--- src/rtl/fetch_unit.sv ---
// Two-word instruction fetch: reads the two 16-bit halves named by instr_pointer,
// then holds the assembled instruction on a valid/ready handshake toward decode.
module fetch_unit #(
    parameter logic [31:0] RESET_PC = 32'h0000_0001
) (
    input  logic        clk,
    input  logic        rst,
    input  logic [31:0] next_pointer,
    output logic [31:0] instr_pointer,
    output logic        mem_req,
    output logic [15:0] mem_addr,
    input  logic        mem_ack,
    input  logic [15:0] mem_rdata,
    output logic [31:0] instruction,
    output logic        instr_valid,
    input  logic        instr_ready,
    output logic        busy
);

    typedef enum logic [1:0] {
        FETCH0 = 2'd0,
        FETCH1 = 2'd1,
        ISSUE  = 2'd2
    } state_t;

    state_t      state_q, state_d;
    logic [31:0] instr_pointer_q, instr_pointer_d;
    logic [31:0] instruction_q, instruction_d;

    always_ff @(posedge clk or posedge rst) begin
        if (rst) begin
            state_q         <= FETCH0;
            instr_pointer_q <= RESET_PC;
            instruction_q   <= 32'h0;
        end else begin
            state_q         <= state_d;
            instr_pointer_q <= instr_pointer_d;
            instruction_q   <= instruction_d;
        end
    end

    always_comb begin
        state_d = state_q;
        case (state_q)
            FETCH0:  if (mem_ack)     state_d = FETCH1;
            FETCH1:  if (mem_ack)     state_d = ISSUE;
            ISSUE:   if (instr_ready) state_d = FETCH0;
            default:                  state_d = FETCH0;
        endcase
    end

    // mem_ack only matters in the fetch states, so ISSUE never captures stray data.
    always_comb begin
        instruction_d   = instruction_q;
        instr_pointer_d = instr_pointer_q;
        case (state_q)
            FETCH0:  if (mem_ack)     instruction_d[31:16] = mem_rdata;
            FETCH1:  if (mem_ack)     instruction_d[15:0]  = mem_rdata;
            ISSUE:   if (instr_ready) instr_pointer_d      = next_pointer;
            default: ;
        endcase
    end

    always_comb begin
        mem_req     = 1'b0;
        mem_addr    = instr_pointer_q[31:16];
        instr_valid = 1'b0;
        busy        = 1'b0;
        case (state_q)
            FETCH0: begin
                mem_req  = 1'b1;
                mem_addr = instr_pointer_q[31:16];
                busy     = 1'b1;
            end
            FETCH1: begin
                mem_req  = 1'b1;
                mem_addr = instr_pointer_q[15:0];
                busy     = 1'b1;
            end
            ISSUE:   instr_valid = 1'b1;
            default: ;
        endcase
    end

    assign instr_pointer = instr_pointer_q;
    assign instruction   = instruction_q;

endmodule

--- config.mk ---
export PLATFORM = sky130hd
export DESIGN_NAME = fetch_unit
export DESIGN_NICKNAME = d
export VERILOG_FILES = /design/src/rtl/fetch_unit.sv
export SDC_FILE = /design/constraint.sdc
export NUM_CORES = 1
export LEC_CHECK = 0
export CORE_MARGIN = 2
export CORE_UTILIZATION = 38
export CTS_BUF_LIST = sky130_fd_sc_hd__clkbuf_4
export DETAILED_ROUTE_END_ITERATION = 6
export PLACE_DENSITY = 0.88
export SYNTH_ARGS = -nofsm -noshare
export SYNTH_HDL_FRONTEND = slang
export SYNTH_SLANG_ARGS = --single-unit
--- constraint.sdc ---
create_clock -name clk -period 1.8 [get_ports clk]
set_input_delay 0.27 -clock clk [delete_from_list [all_inputs] [get_ports clk]]
set_output_delay 0.27 -clock clk [all_outputs]
set_load 0.03 [all_outputs]
==> results of run 1 <==
==> per-stage QoR <==
| stage | power [mW] | cells | hold WS [ns] |
|---|---|---|---|
| 4_1_cts | 10.33 | 416 | 0.3065 |
| 5_1_grt | 10.94 | 417 | 0.3342 |
| 2_1_floorplan | 6.455 | 165 | 0.3563 |
| 6_report | 10.41 | 417 | 0.3237 |
| 3_3_place_gp | 8.792 | 398 | 0.4880 |
| 3_5_place_dp | 8.956 | 398 | 0.4931 |
==> worst paths after layout <==
check / depth (start not counted) / slack (ns) / end
hold / removal: 3 / 0.32 / instr_pointer[6]
hold reg to reg: 1 / 0.52 / instruction[15]
min in group clk: 2 / 0.48 / instr_pointer[31]
max in group asynchronous: 3 / 1.17 / instr_pointer[0]
setup reg to reg: 5 / 0.19 / instruction[27]
setup / recovery: 4 / -0.05 / mem_addr[10]
==> cells in the mapped netlist (all sizes together) <==
cell and count:
buf 9, dfrtp 65, dfstp 1, inv 2
mux2 80, nand2b 1, nand3b 2, nor2 2
nor3b 1, o31ai 1, xnor2 1
==> power by group through the flow <==
stage	clock network [mW]	registers, mW	logic, mW
2_1_floorplan	0	4.17	2.29
3_5_place_dp	0	2.78	6.18
5_1_grt	1.09	2.85	7.00
6_report	0.991	2.75	6.67
4_1_cts	1.03	2.75	6.54
3_3_place_gp	0	2.72	6.07
==> kinds of logic after synthesis <==
logic type,share of synthesized area (%)
DFF,59.61
and+or+nand+nor,2.618
buffers and inverters,3.339
muxes,33.84
AOI/OAI and AO/OA,0.2709
xor gates and xnor gates,0.3159
==> metal layers <==
layer / vias up / routed length [um] / global-route usage, %
li1: 884 / - / -
met1: 982 / 2713 / 20.91
met2: 67 / 3650 / 29.02
met3: 14 / 303 / 2.585
met4: 0 / 123 / 7.056
met5: - / 0 / 0
==> area by class of cell <==
class | instances | area, um^2 | area share [%]
Clock inverter | 6 | 67.56 | 1.481
Sequential cell | 66 | 1653 | 36.24
Multi-Input combinational cell | 88 | 1095 | 24.01
Clock buffer | 10 | 75.07 | 1.646
Tap cell | 99 | 123.9 | 2.716
Inverter | 2 | 11.26 | 0.2469
Timing Repair Buffer | 146 | 1535 | 33.66
==> repair_timing <==
action / in CTS / in global routing
pin swaps: 0 / 0
endpoints found under the hold margin: 0 / 0
setup buffers: 1 / 1
setup endpoints to repair: 21 / 22
gates cloned: 1 / 0
gates resized for setup: 25 / 22
==> flip-flops by register name, indices dropped and copies added, names as in the netlist <==
| signal | cells |
|---|---|
| instr_pointer | 32 |
| instruction | 32 |
| state_q | 2 |
==> worst min-delay path: stages <==
cell and delay, ns:
clkdlybuf4s50_1 0.44, clkinvlp_4 0.10, buf_12 0.31
==> metrics.md, run 1 <==
| Metric | Value |
|---|---|
| Pre-CTS setup slack | `0.1066 ns` |
| CORE AREA | `0.007176 mm^2` |
| Tmin final | `1.851 ns` |
| Largest cells by area after synthesis | `dfrtp_1 59%, mux2_2 28%, mux2_4 5.4%` |
| Sw Ratio | `42.52%` |
| CTS Buf Count | `9` |
| Leak | `2.093 nW` |
| Sequential share of power | `26.4%` |
| Initial antenna violation count | `0` |
| Commonest cells after routing, fill and taps aside | `105 x clkdlybuf4s50_1, 65 x dfrtp_1, 52 x mux2_2, 26 x mux2_4, 16 x buf_6` |
| Layout cells sized above 1 | `40.25%` |
| Die W | `89.42 um` |
| Fin area | `0.004561 mm^2` |
| Root Driver | `clkbuf_4` |
| Kind of critical path | `reg2out` |
| Longest Clk Path Bufs | `2` |
| Worst Path Required | `1.53 ns` |
| Final net count | `365` |
| ANT nets after route | `0` |
| H-tree levels | `3` |
| Comb power frac | `64.1%` |
| Row Count | `31` |
| Pre-antenna DRT Iters | `3` |
| Worst path slowest cell | `dfrtp_1` |
| CP endpoint kind | `output pin` |
| Sink Count | `66` |
| Remaining Overflow, GRT | `0` |
| Crit path DAT | `1.58 ns` |
| DR WL/cell | `16.28 um` |
| Setup TNS | `-0.6672 ns` |
| Fillers | `547` |
| Max Fanout on Critical Path | `8` |
| Die Ht | `89.42 um` |
| Drt drc | `0` |
| Yosys top cell area share | `58.66%` |
| Syn Nets | `217` |
| Most common cell after layout, fill and taps aside | `clkdlybuf4s50_1` |
| Yosys cell types | `16` |
| CTS tree | `yes` |
| Worst skew pair latency | `0.39 ns` |
| Setup violators final | `16` |
| Rel. slew slack | `76.09%` |
| Yosys reg bits | `66` |
| Clock power share | `9.5%` |
| Slew of the pin with the lowest slew margin | `0.3575 ns` |
| Vias per std cell | `4.669` |
| Clk_skew | `0.01009 ns` |
| CP peak stage delay | `0.40 ns` |
| CP Launch Point | `state_q[1]` |
| I/O Buffers | `134` |
| PD cells | `2283 mW/mm^2` |
| CP delay by family, top | `flip-flops` |
| Pin count of the biggest net entering global routing | `67` |
| Slew Viols, Final | `0` |
| GRT Total Usage | `16.79%` |
| P_sw | `4.427 mW` |
| Placed Area | `0.004234 mm^2` |
| Synth Instances | `165` |
| Final core utilization | `63.56%` |
| Final Hold Viols | `0` |
| Clock Pin Slew Worst Setup and Hold Paths | `0.12 ns` |
| Vias in the first global route | `2,029` |
| Hold Buf Count CTS | `0` |
| Violated checks | `setup timing` |
| Final wirelength | `6.790 mm` |
| Max Clk Rate | `540.1 MHz` |
| Max VDD drop | `1052 uV` |
| Worst R2R Start | `state_q[0]` |
| Int Pwr | `5.984 mW` |
| Post-synth top area cell | `dfrtp_1` |
| Tcrit/Tclk final | `102.9%` |
| Area Overhead vs Synth | `64.49%` |
| Detailed placer's ending HPWL | `4.864 mm` |
| Initial core utilization | `38.64%` |
| Antenna diodes | `0` |
| Die ar. | `0.007996 mm^2` |
| DR vias | `1,947` |
| Crit path buf inv count | `2` |
| Synthesis warning total | `0` |
| Drt first-iter violations | `23` |
| Synthesized area | `0.002773 mm^2` |
| Worst Hold Class | `in2async` |
| Mean cell area of the mapped netlist | `16.80 um^2` |
| Startpoint types | `register` |
| RSZ-0062 raised after global routing | `true` |
| Status | `finished with violations` |
| IO Pins | `135` |
| Worst path cell trace | `nand2b_4 -> buf_16 -> mux2_4 -> buf_6` |
| Smallest setup slack after layout | `-0.05135 ns` |
| Seq/Total Area, Yosys | `59.61%` |
| Gp weighted congestion | `0.7275` |
| First-pass GRT wire length | `10.01 mm` |
| # Max-Cap Violations | `0` |
(Power assumes the default switching activity.)
==> inputs of run 2 (changes only) <==
- CAP_MARGIN: default -> 20
- CORE_MARGIN: 2 -> default
==> run 2 against run 1 <==
Against the previous run:
- the run still ends with setup timing left
- design area is 0.14% lower
- non-clock buffer count is 1 lower
- count of clock-buffer cells in the layout is 2 higher
==> metrics.md, run 2 (synthesis results as in run 1) <==
| Metric | Value |
|---|---|
| Status | `finished with violations (unchanged)` |
| Violated checks | `setup timing (unchanged)` |
| Setup TNS | `-0.7969 ns (was -0.6672 ns)` |
| Worst R2R Start | `state_q[0] (unchanged)` |
| Layout cells sized above 1 | `40.06% (was 40.25%)` |
| PnR Total Power | `10.30 mW (was 10.41 mW)` |
| CORE AREA | `0.006907 mm^2 (was 0.007176 mm^2)` |
| Fin area | `0.004554 mm^2 (was 0.004561 mm^2)` |
| Area Overhead vs Synth | `64.26% (was 64.49%)` |
| Initial core utilization | `40.14% (was 38.64%)` |
| Commonest cells after routing, fill and taps aside | `98 x clkdlybuf4s50_1, 65 x dfrtp_1, 56 x mux2_2, 22 x mux2_4 (was 105 x clkdlybuf4s50_1, 65 x dfrtp_1, 52 x mux2_2, 26 x mux2_4, 16 x buf_6)` |
| Crit path DAT | `1.59 ns (was 1.58 ns)` |
| Worst Hold Class | `in2async (unchanged)` |
| Drt drc | `0 (unchanged)` |
| Final Hold Viols | `0 (unchanged)` |
| Startpoint types | `register (unchanged)` |
| Most common cell after layout, fill and taps aside | `clkdlybuf4s50_1 (unchanged)` |
| # Max-Cap Violations | `0 (unchanged)` |
| H-tree levels | `3 (unchanged)` |
| Leak | `2.154 nW (was 2.093 nW)` |
| Worst path cell trace | `nand2b_4 -> buf_12 -> mux2_4 -> buf_6 (was nand2b_4 -> buf_16 -> mux2_4 -> buf_6)` |
| Initial antenna violation count | `0 (unchanged)` |
| Fillers | `521 (was 547)` |
| Antenna diodes | `0 (unchanged)` |
| Max Fanout on Critical Path | `8 (unchanged)` |
| Detailed placer's ending HPWL | `4.504 mm (was 4.864 mm)` |
| Rel. slew slack | `75.71% (was 76.09%)` |
| Placed Area | `0.004235 mm^2 (was 0.004234 mm^2)` |
| Multi-input combinational cell area | `0.001080 mm^2 (was 0.001095 mm^2)` |
| Longest Clk Path Bufs | `2 (unchanged)` |
| IO Pins | `135 (unchanged)` |
| Clock Pin Slew Worst Setup and Hold Paths | `0.11 ns (was 0.12 ns)` |
| Drt first-iter violations | `48 (was 23)` |
| Final wirelength | `6.641 mm (was 6.790 mm)` |
| CTS Buf Count | `9 (unchanged)` |
| Worst skew pair latency | `0.39 ns (about the same)` |
| Worst path slowest cell | `dfrtp_1 (unchanged)` |
| Hold Buf Count CTS | `0 (unchanged)` |
| Uppermost layer routed | `met4 (unchanged)` |
| Slew of the pin with the lowest slew margin | `0.3637 ns (was 0.3575 ns)` |
| PD cells | `2261 mW/mm^2 (was 2283 mW/mm^2)` |
| Sink Count | `66 (unchanged)` |
| CP peak stage delay | `0.41 ns (was 0.40 ns)` |
| Setup violators final | `16 (unchanged)` |
| Worst Path Required | `1.53 ns (about the same)` |
| Vias per std cell | `4.625 (was 4.669)` |
| DR WL/cell | `16.08 um (was 16.28 um)` |
| First-pass GRT wire length | `10.11 mm (was 10.01 mm)` |
| Max VDD drop | `1228 uV (was 1052 uV)` |
| Die W | `87.42 um (was 89.42 um)` |
| Clk_skew | `0.01453 ns (was 0.01009 ns)` |
| Slew Viols, Final | `0 (unchanged)` |
| Die Ht | `87.42 um (was 89.42 um)` |
| Tmin final | `1.858 ns (was 1.851 ns)` |
| I/O Buffers | `134 (unchanged)` |
| Worst R2R Path Depth | `5 (unchanged)` |
| Register area | `0.001653 mm^2 (unchanged)` |
| Remaining Overflow, GRT | `0 (unchanged)` |
| DR vias | `1,910 (was 1,947)` |
| Kind of critical path | `reg2out (unchanged)` |
| Gp weighted congestion | `0.7141 (was 0.7275)` |
| Met2 WL post-DR | `3.448 mm (was 3.650 mm)` |
| Smallest setup slack after layout | `-0.05754 ns (was -0.05135 ns)` |
| Row Count | `30 (was 31)` |
| Vias in the first global route | `2,008 (was 2,029)` |
| RR Endpoint | `instruction[27] (unchanged)` |
| GRT Total Usage | `17.89% (was 16.79%)` |
| Max Clk Rate | `538.3 MHz (was 540.1 MHz)` |
| Root Driver | `clkbuf_4 (unchanged)` |
| Tcrit/Tclk final | `103.2% (was 102.9%)` |
| DRT met1 WL | `2.727 mm (was 2.713 mm)` |
| CP endpoint kind | `output pin (unchanged)` |
| Pin count of the biggest net entering global routing | `67 (unchanged)` |
| ANT nets after route | `0 (unchanged)` |
| Final net count | `364 (was 365)` |
| CTS tree | `yes (unchanged)` |
| Length of routed met3 wiring | `365 um (was 303 um)` |
| Pre-antenna DRT Iters | `4 (was 3)` |
| R2R setup slack | `0.22 ns (was 0.19 ns)` |
| Die ar. | `0.007642 mm^2 (was 0.007996 mm^2)` |
| RSZ-0062 raised after global routing | `true (unchanged)` |
-- run 2: critical path, delay by kind of cell (launching register included) --
kind          cells  cell delay, ns
mux               1            0.30
simple gates      1            0.19
buf+inv           2            0.30
flops             1            0.41
-- run 2: layer usage --
metal	vias to the layer above	global-route usage [%]
li1	878	-
met1	951	22.32
met2	73	29.90
met3	8	5.308
met4	0	5.514
met5	-	0
-- run 2: through the flow --
step / worst slack, ns / util [%] / hold WS (ns) / instances
final: -0.05754 / 65.94 / 0.2982 / 413
after CTS: -0.1089 / 64.69 / 0.3082 / 411
after detailed placement: 0.1632 / 61.32 / 0.4936 / 394
after global placement: 0.1775 / 61.32 / 0.4871 / 394
after global routing: -0.1509 / 65.94 / 0.3048 / 413
after floorplan: 0.2442 / - / 0.3563 / 165
-- run 2: worst max path at each step --
stage,startpoint,end,cells after the start
global route,state_q[1],mem_addr[9],4
global placement,mem_ack,instruction[30],4
CTS,state_q[1],mem_addr[8],4
finish,state_q[1],mem_addr[8],4
detailed placement,mem_ack,instruction[27],4
floorplan,state_q[1],mem_addr[0],4
-- run 2: layout make-up --
| class | instances | share of cell area [%] |
|---|---|---|
| clock buffers | 12 | 1.978 |
| inverters | 2 | 0.2473 |
| flip-flops and latches | 66 | 36.29 |
| clock inverters | 4 | 0.9890 |
| multi-input cells | 88 | 23.71 |
| well taps | 96 | 2.637 |
| repair buffers | 145 | 34.15 |
-- run 2: report_power, final --
part	internal [mW]	switching, mW
clock network	0.463	0.503
logic	3.25	3.34
registers	2.25	0.499
total	5.96	4.34
-- run 2: timing repair --
action | in CTS | in global routing
resized for setup | 25 | 31
setup buffers | 0 | 2
setup endpoints to repair | 20 | 29
cloned | 1 | 0
==> inputs of run 3 (changes only) <==
- SKIP_LAST_GASP: default -> 1
==> run 3 against run 2 <==
Against the previous run:
- the run still ends with setup timing left
- hold slack worse by 0.0031 ns
- register-to-register slack about the same
- final cell count is the same
- total power barely moved
- combinational power barely moved
- global-route usage fell by 0.10 points
- sequential power is essentially flat
- setup slack better by 0.00081 ns
- via count increased by 0.47%
- critical path type unchanged
- largest power group unchanged
==> metrics.md, run 3 (synthesis results as in run 1) <==
| Metric | Value |
|---|---|
| Final net count | `364 (unchanged)` |
| CORE AREA | `0.006907 mm^2 (unchanged)` |
| Longest Clk Path Bufs | `2 (unchanged)` |
| Final core utilization | `65.92% (was 65.94%)` |
| Worst Hold Class | `in2async (unchanged)` |
| Worst skew pair latency | `0.39 ns (about the same)` |
| Commonest cells after routing, fill and taps aside | `101 x clkdlybuf4s50_1, 65 x dfrtp_1, 56 x mux2_2, 22 x mux2_4, 16 x buf_6 (was 98 x clkdlybuf4s50_1, 65 x dfrtp_1, 56 x mux2_2, 22 x mux2_4)` |
| Gp weighted congestion | `0.7141 (unchanged)` |
| Violated checks | `setup timing (unchanged)` |
| Die Ht | `87.42 um (unchanged)` |
| Row Count | `30 (unchanged)` |
| Slew of the pin with the lowest slew margin | `0.3678 ns (was 0.3637 ns)` |
| Max Clk Rate | `538.6 MHz (was 538.3 MHz)` |
| DR vias | `1,919 (was 1,910)` |
| Slew Viols, Final | `0 (unchanged)` |
| Detailed placer's ending HPWL | `4.504 mm (unchanged)` |
| Rel. slew slack | `75.44% (was 75.71%)` |
| GRT Total Usage | `17.79% (was 17.89%)` |
| Kind of critical path | `reg2out (unchanged)` |
| CTS tree | `yes (unchanged)` |
| First-pass GRT wire length | `10.05 mm (was 10.11 mm)` |
| Crit path DAT | `1.59 ns (about the same)` |
| Status | `finished with violations (unchanged)` |
| CP endpoint kind | `output pin (unchanged)` |
| Sink Count | `66 (unchanged)` |
| IO Pins | `135 (unchanged)` |
| ANT nets after route | `0 (unchanged)` |
| DR WL/cell | `15.96 um (was 16.08 um)` |
| Initial antenna violation count | `0 (unchanged)` |
| Die W | `87.42 um (unchanged)` |
| Tcrit/Tclk final | `103.2% (about the same)` |
| Most common cell after layout, fill and taps aside | `clkdlybuf4s50_1 (unchanged)` |
| Clock Pin Slew Worst Setup and Hold Paths | `0.11 ns (about the same)` |
| H-tree levels | `3 (unchanged)` |
| Max Fanout on Critical Path | `8 (unchanged)` |
| Startpoint types | `register (unchanged)` |
| Pre-antenna DRT Iters | `4 (unchanged)` |
| # Max-Cap Violations | `0 (unchanged)` |
| Root Driver | `clkbuf_4 (unchanged)` |
| Clk_skew | `0.01441 ns (was 0.01453 ns)` |
| PnR Total Power | `10.30 mW (about the same)` |
| Final wirelength | `6.590 mm (was 6.641 mm)` |
| Setup TNS | `-0.7911 ns (was -0.7969 ns)` |
| Layout cells sized above 1 | `39.43% (was 40.06%)` |
| Final Hold Viols | `0 (unchanged)` |
| Worst Path Required | `1.53 ns (about the same)` |
| Remaining Overflow, GRT | `0 (unchanged)` |
| Max VDD drop | `1231 uV (was 1228 uV)` |
| Vias in the first global route | `1,994 (was 2,008)` |
| I/O Buffers | `134 (unchanged)` |
| Smallest setup slack after layout | `-0.05672 ns (was -0.05754 ns)` |
| R2R setup slack | `0.22 ns (about the same)` |
| Tmin final | `1.857 ns (was 1.858 ns)` |
| Drt first-iter violations | `51 (was 48)` |
| Antenna diodes | `0 (unchanged)` |
| PD cells | `2263 mW/mm^2 (was 2261 mW/mm^2)` |
| Drt drc | `0 (unchanged)` |
| RSZ-0062 raised after global routing | `true (unchanged)` |
| Leak | `2.124 nW (was 2.154 nW)` |
| CTS Buf Count | `9 (unchanged)` |
| Worst hold slack | `0.2951 ns (was 0.2982 ns)` |
| Die ar. | `0.007642 mm^2 (unchanged)` |
| Area Overhead vs Synth | `64.21% (was 64.26%)` |
| Pin count of the biggest net entering global routing | `67 (unchanged)` |
| Setup violators final | `16 (unchanged)` |
| Initial core utilization | `40.14% (unchanged)` |
| Vias per std cell | `4.646 (was 4.625)` |
-- run 3: final cells by class --
| class | count | area (um^2) |
|---|---|---|
| Multi-Input combinational cell | 88 | 1080 |
| Sequential cell | 66 | 1653 |
| Fill cell | 523 | 2354 |
| Clock buffer | 12 | 90.09 |
| Timing Repair Buffer | 145 | 1554 |
| Tap cell | 96 | 120.1 |
| Inverter | 2 | 11.26 |
| Clock inverter | 4 | 45.04 |
-- run 3: where the power goes --
part / switching [mW] / internal, mW / total, mW
sequential: 0.497 / 2.25 / 2.75
combinational: 3.34 / 3.25 / 6.59
clock: 0.504 / 0.463 / 0.968
-- run 3: worst paths after layout --
check / to / cells past startpoint / startpoint
worst max register to register: instruction[27] / 5 / state_q[0]
worst min-delay path: instruction[0] / 3 / rst
max in group asynchronous: instr_pointer[0] / 3 / rst
worst max-delay path: mem_addr[0] / 4 / state_q[1]
worst min register to register: instruction[12] / 1 / instruction[12]
min in group clk: instr_pointer[24] / 2 / next_pointer[24]
-- run 3: repair_timing --
action,CTS,global route
gates cloned,1,0
hold buffers,0,0
gates resized for setup,17,31
setup buffers,0,2
endpoints found under the setup margin,20,29
-- run 3: worst max-delay path: stages (launching register included) --
cell	delay [ns]
dfrtp_1	0.41
nand2b_4	0.19
buf_16	0.16
mux2_4	0.31
buf_6	0.14
-- run 3: through the flow --
| step | cell area, um^2 | setup slack, ns | cells |
|---|---|---|---|
| 2_1_floorplan | 2776 | 0.2442 | 165 |
| 3_3_place_gp | 4235 | 0.1775 | 394 |
| 3_5_place_dp | 4235 | 0.1632 | 394 |
| 4_1_cts | 4438 | -0.1290 | 411 |
| 5_1_grt | 4553 | -0.1513 | 413 |
| 6_report | 4553 | -0.05672 | 413 |
-- run 3: layer usage --
| layer | routed length [um] | GRT usage [%] | vias to the layer above |
|---|---|---|---|
| met2 | 3427 | 29.76 | 74 |
| met4 | 100 | 5.514 | 0 |
| li1 | - | - | 878 |
| met5 | 0 | 0 | - |
| met1 | 2701 | 22.13 | 959 |
| met3 | 361 | 5.308 | 8 |
